### src/rtl/fp_mul_driver.sv
// Start/done initiator for the multiplier32FP: buffers operand pairs, issues one at a time,
// and returns product, flags and sequence tag on a result stream, with a hang watchdog.
module fp_mul_driver #(
  parameter int FIFO_DEPTH     = 4,
  parameter int TIMEOUT_CYCLES = 64,
  parameter int TAG_W          = 16
) (
  input  logic             clk,
  input  logic             rst,
  input  logic             op_valid_i,
  output logic             op_ready_o,
  input  logic [31:0]      op_a_i,
  input  logic [31:0]      op_b_i,
  output logic [31:0]      mul_a_o,
  output logic [31:0]      mul_b_o,
  output logic             mul_start_o,
  input  logic             mul_done_i,
  input  logic [31:0]      mul_product_i,
  input  logic [3:0]       mul_flags_i,
  output logic             res_valid_o,
  input  logic             res_ready_i,
  output logic [31:0]      res_product_o,
  output logic [4:0]       res_flags_o,
  output logic [TAG_W-1:0] res_tag_o,
  output logic             busy_o
);

  // Both streams use the same handshake: a beat transfers on the rising edge where
  // valid and ready are both high; valid never depends on ready, and the payload holds
  // steady while valid is high and ready is low.

  localparam int PTR_W = (FIFO_DEPTH > 1) ? $clog2(FIFO_DEPTH) : 1;
  localparam int CNT_W = PTR_W + 1;
  localparam int WD_W  = $clog2(TIMEOUT_CYCLES + 1);

  typedef enum logic [1:0] {
    S_IDLE  = 2'd0,
    S_ISSUE = 2'd1,
    S_WAIT  = 2'd2
  } state_t;

  state_t            state;
  logic [31:0]       mem_a [FIFO_DEPTH];
  logic [31:0]       mem_b [FIFO_DEPTH];
  logic [PTR_W-1:0]  wr_ptr;
  logic [PTR_W-1:0]  rd_ptr;
  logic [CNT_W-1:0]  count;
  logic [WD_W-1:0]   wd;
  logic [TAG_W-1:0]  tag_cnt;
  logic [TAG_W-1:0]  cur_tag;
  logic              full;
  logic              empty;
  logic              push;
  logic              pop;
  logic              res_free;

  assign full       = (count == CNT_W'(FIFO_DEPTH));
  assign empty      = (count == '0);
  assign op_ready_o = !rst && !full;
  assign push       = op_valid_i && op_ready_o;
  assign res_free   = !res_valid_o || res_ready_i;
  assign pop        = (state == S_IDLE) && !empty && res_free;
  assign busy_o     = (state == S_ISSUE) || (state == S_WAIT);

  always_ff @(posedge clk) begin
    if (push) begin
      mem_a[wr_ptr] <= op_a_i;
      mem_b[wr_ptr] <= op_b_i;
    end
  end

  // Occupancy only moves when exactly one of push/pop fires.
  always_ff @(posedge clk or posedge rst) begin
    if (rst) begin
      wr_ptr <= '0;
      rd_ptr <= '0;
      count  <= '0;
    end else begin
      if (push) wr_ptr <= wr_ptr + PTR_W'(1);
      if (pop)  rd_ptr <= rd_ptr + PTR_W'(1);
      if (push && !pop)      count <= count + CNT_W'(1);
      else if (pop && !push) count <= count - CNT_W'(1);
    end
  end

  always_ff @(posedge clk or posedge rst) begin
    if (rst) begin
      state         <= S_IDLE;
      mul_a_o       <= '0;
      mul_b_o       <= '0;
      mul_start_o   <= 1'b0;
      wd            <= '0;
      tag_cnt       <= '0;
      cur_tag       <= '0;
      res_valid_o   <= 1'b0;
      res_product_o <= '0;
      res_flags_o   <= '0;
      res_tag_o     <= '0;
    end else begin
      mul_start_o <= 1'b0;
      if (res_valid_o && res_ready_i) res_valid_o <= 1'b0;
      case (state)
        S_IDLE: begin
          if (pop) begin
            mul_a_o     <= mem_a[rd_ptr];
            mul_b_o     <= mem_b[rd_ptr];
            cur_tag     <= tag_cnt;
            tag_cnt     <= tag_cnt + TAG_W'(1);
            mul_start_o <= 1'b1;
            state       <= S_ISSUE;
          end
        end
        S_ISSUE: begin
          wd    <= '0;
          state <= S_WAIT;
        end
        S_WAIT: begin
          if (mul_done_i) begin
            res_product_o <= mul_product_i;
            res_flags_o   <= {1'b0, mul_flags_i};
            res_tag_o     <= cur_tag;
            res_valid_o   <= 1'b1;
            state         <= S_IDLE;
          end else if (wd == WD_W'(TIMEOUT_CYCLES - 1)) begin
            // A hung multiplier yields a quiet NaN flagged as timeout.
            res_product_o <= 32'h7FC0_0000;
            res_flags_o   <= 5'b10000;
            res_tag_o     <= cur_tag;
            res_valid_o   <= 1'b1;
            wd            <= wd + WD_W'(1);
            state         <= S_IDLE;
          end else begin
            wd <= wd + WD_W'(1);
          end
        end
        default: state <= S_IDLE;
      endcase
    end
  end

endmodule

### config.mk
export PLATFORM = sky130hd
export DESIGN_NAME = fp_mul_driver
export DESIGN_NICKNAME = d
export VERILOG_FILES = /design/src/rtl/fp_mul_driver.sv
export SDC_FILE = /design/constraint.sdc
export NUM_CORES = 1
export LEC_CHECK = 0
export CAP_MARGIN = 20
export CORE_MARGIN = 2
export CORE_UTILIZATION = 28
export DETAILED_ROUTE_END_ITERATION = 8
export GPL_TIMING_DRIVEN = 1
export PLACE_DENSITY_LB_ADDON = 0.12
export SKIP_CTS_REPAIR_TIMING = 1
export SLEW_MARGIN = 20
export SYNTH_ARGS = -nofsm -noshare
export SYNTH_HDL_FRONTEND = slang
export SYNTH_SLANG_ARGS = --single-unit
### constraint.sdc
create_clock -name clk -period 7.85 [get_ports clk]
set_input_delay 1.9625 -clock clk [delete_from_list [all_inputs] [get_ports clk]]
set_output_delay 1.9625 -clock clk [all_outputs]
set_load 0.01 [all_outputs]
==> impl_metrics.toml <==
[final_layout]
area_growth_pct = 30.0
nets = 1299
fin_util = 0.366
layout-drive-gt1-share = 0.149
num-fill-cells = 5396

[place]
port_buffers = 225
gp_congestion = 0.691
place_hpwl_um = 21500

[synth]
synth_cell_types = 42
yosysMostFrequentCell = "edfxtp_1"
syn_nets = 1055
syn_inst = 939
yosysTopAreaCell = "edfxtp_1"
synth_top_area_frac = 0.486
synthFlopType = "edfxtp_1"
yosys_warnings = 0
synth.mux.area_fraction = 0.107
ys_ff_latch = 423
synth_xor_area_frac = 0.0116
synth_top_family_by_area = "multiplexers"
synth_area_um2 = 15800
synth.area.top_cells = "edfxtp_1 (49%), dfrtp_1 (26%), mux4_2 (9.1%)"
ys_top_cells_by_count = "edfxtp_1 (256), nand2_1 (247), dfrtp_1 (167)"
syn_area_per_cell_um2 = 16.9
synthArstFlopShare = 0.395
synthAdderAreaFrac = 0.00917
synth_edf_count = 256
synth-simple-area-share = 0.0773
seq_area_frac_synth = 0.750
synth_compound_area_frac = 0.0288

[detailed_routing]
vias = 8541
drtAntennaViolNets = 0
drt_iter0_drc = 552
vias_per_cell = 4.31
drt_first_pass_iters = 4
routedWlPerCell_um = 18.9
totalWireLength_um = 37500
drc_errors = 0

[sta]
min_period_ns = 5.50
final.setup.tns_ns = 0
setup_viol = 0
fmax_mhz = 182
maxSlewViolCount = 0
hold_viol_final = 0
worst_pin_slew_ns = 0.887
finalCritPeriodShare = 0.701
max-slew-margin-rel = 0.409
rsz0062_at_grt = "false"
skew_ns = 0.0232

[clocking]
clk_path_buf_depth = 3
numCtsBuffers = 49
cts_htree_levels = 2
clock_sinks = 423
cts_tree = "built"
root_buffer = "clkbuf_16"
worst_skew_pair.late_latency_ns = 0.59
path_clk_slew_ns = 0.05

[global_routing]
grt_overflow = 0
first_global_vias = 9297
grt_pass1_wl_um = 57900
antenna_found_initial = 5
grt_use_total = 0.130
grt_max_degree = 105

[worst_setup_path]
crit_chain = "clkdlybuf4s50_1, a21oi_1, clkdlybuf4s50_1"
worst-path-buf-inv = 2
critical_path.top_delay_family = "buffers and inverters"
worst-path-max-fanout = 6
endpoint_kind = "output pin"
rrSetupSlack_ns = 5.21
crit_type = "input pin to output pin"
required_ns = 5.89
critPathMaxStageDelay_ns = 0.63
crit_arrival_ns = 3.54
crit_top_cell = "clkdlybuf4s50_1"
startpoint_type = "input pin"
cp_slowest_cell = "clkdlybuf4s50_1"

[power]
internal_power_mw = 5.44
power_leakage_nw = 7.87
clkPwrFrac = 0.294
p_total_mw = 7.86
switching_share = 0.307
ir_drop_uv = 174
p_switching_mw = 2.42
p_seq_frac = 0.409
p_per_area_nw_per_um2 = 382
combPwrFrac = 0.297

[die]
rows = 87
core_um2 = 56200
die_w_um = 242
dieArea_um2 = 58500
die-height_um = 242
start_util = 0.282
boundaryPins = 226

[run_status]
status = "finished clean"

[job]
max-cap-violations = 0

[worst_hold_path]
holdCritPathClass = "register to register"
-- area by class of cell --
class | count | area, um^2 | area share
flip-flops and latches | 423 | 11900 | 0.577
multi-input cells | 465 | 3730 | 0.181
repair buffers | 235 | 2330 | 0.113
clock buffers | 81 | 1500 | 0.0728
well taps | 756 | 946 | 0.0460
clock inverters | 11 | 160 | 0.00778
inverters | 9 | 43.8 | 0.00213
diodes | 1 | 2.50 | 0.000122
-- final timing paths --
| kind | startpoint | end | cells after the start |
|---|---|---|---|
| worst max-delay path | rst | op_ready_o | 3 |
| worst min-delay path | tag_cnt[15] | tag_cnt[15] | 1 |
| worst max register to register | state[0] | mul_a_o[12] | 7 |
| worst min register to register | tag_cnt[15] | tag_cnt[15] | 1 |
| max in group asynchronous | rst | res_tag_o[0] | 3 |
| min in group asynchronous | rst | res_flags_o[2] | 2 |
-- cell families after synthesis --
logic type | Yosys count
adder cells (fa/ha/maj) | 11
AND/OR/NAND/NOR | 293
flip-flops | 423
multiplexers | 83
buffers and inverters | 51
XOR/XNOR | 21
AO/OA/AOI/OAI | 57
-- cells in the final DEF, fill, tap and decap left out, drive strengths merged, types with 2 or more instances in the layout --
master,n
a21oi,4
a22o,28
a2bb2oi,2
and2,2
and3,5
and4,3
buf,10
bufinv,3
clkbuf,81
clkdlybuf4s50,225
clkinv,7
dfrtp,167
edfxtp,256
ha,10
inv,10
mux2,19
mux4,64
nand2,247
nand2b,4
nand3,8
nand4,8
nor2,6
nor3,6
o211ai,2
o21ai,9
o22a,9
o31ai,2
xnor2,14
xor2,7
-- registers in the layout, summed over array words and instances (netlist names), 3 cells and up --
name and flops:
res_flags_o 5, mem_b 128, res_tag_o 16, wd 7
mul_b_o 32, count 3, res_product_o 32, mem_a 128
mul_a_o 32, cur_tag 16, tag_cnt 16
-- metrics by stage --
stage	setup slack, ns	cells	hold slack, ns	instance area, um^2
floorplan	1.37	939	0.441	15800
CTS	2.32	1980	0.468	20600
global route	2.29	1980	0.494	20600
detailed placement	2.32	1888	0.460	18900
global placement	2.37	1888	0.459	18900
finish	2.35	1981	0.465	20600
-- layer usage --
| metal | up-vias | global-route usage | share of wire |
|---|---|---|---|
| met1 | 4322 | 0.159 | 0.42 |
| met5 | - | 0 | 0.0014 |
| met3 | 66 | 0.0391 | 0.062 |
| li1 | 3954 | - | - |
| met4 | 8 | 0.0428 | 0.023 |
| met2 | 191 | 0.218 | 0.49 |
-- power by group through the flow --
stage	clock network (mW)	logic [mW]	registers, mW
6_report	2.31	2.33	3.21
5_1_grt	2.49	2.59	3.29
4_1_cts	2.40	2.42	3.24
3_5_place_dp	0	2.42	3.27
3_3_place_gp	0	2.40	3.27
2_1_floorplan	0	1.32	3.25
No activity file was read; power rests on OpenSTA's default activity.
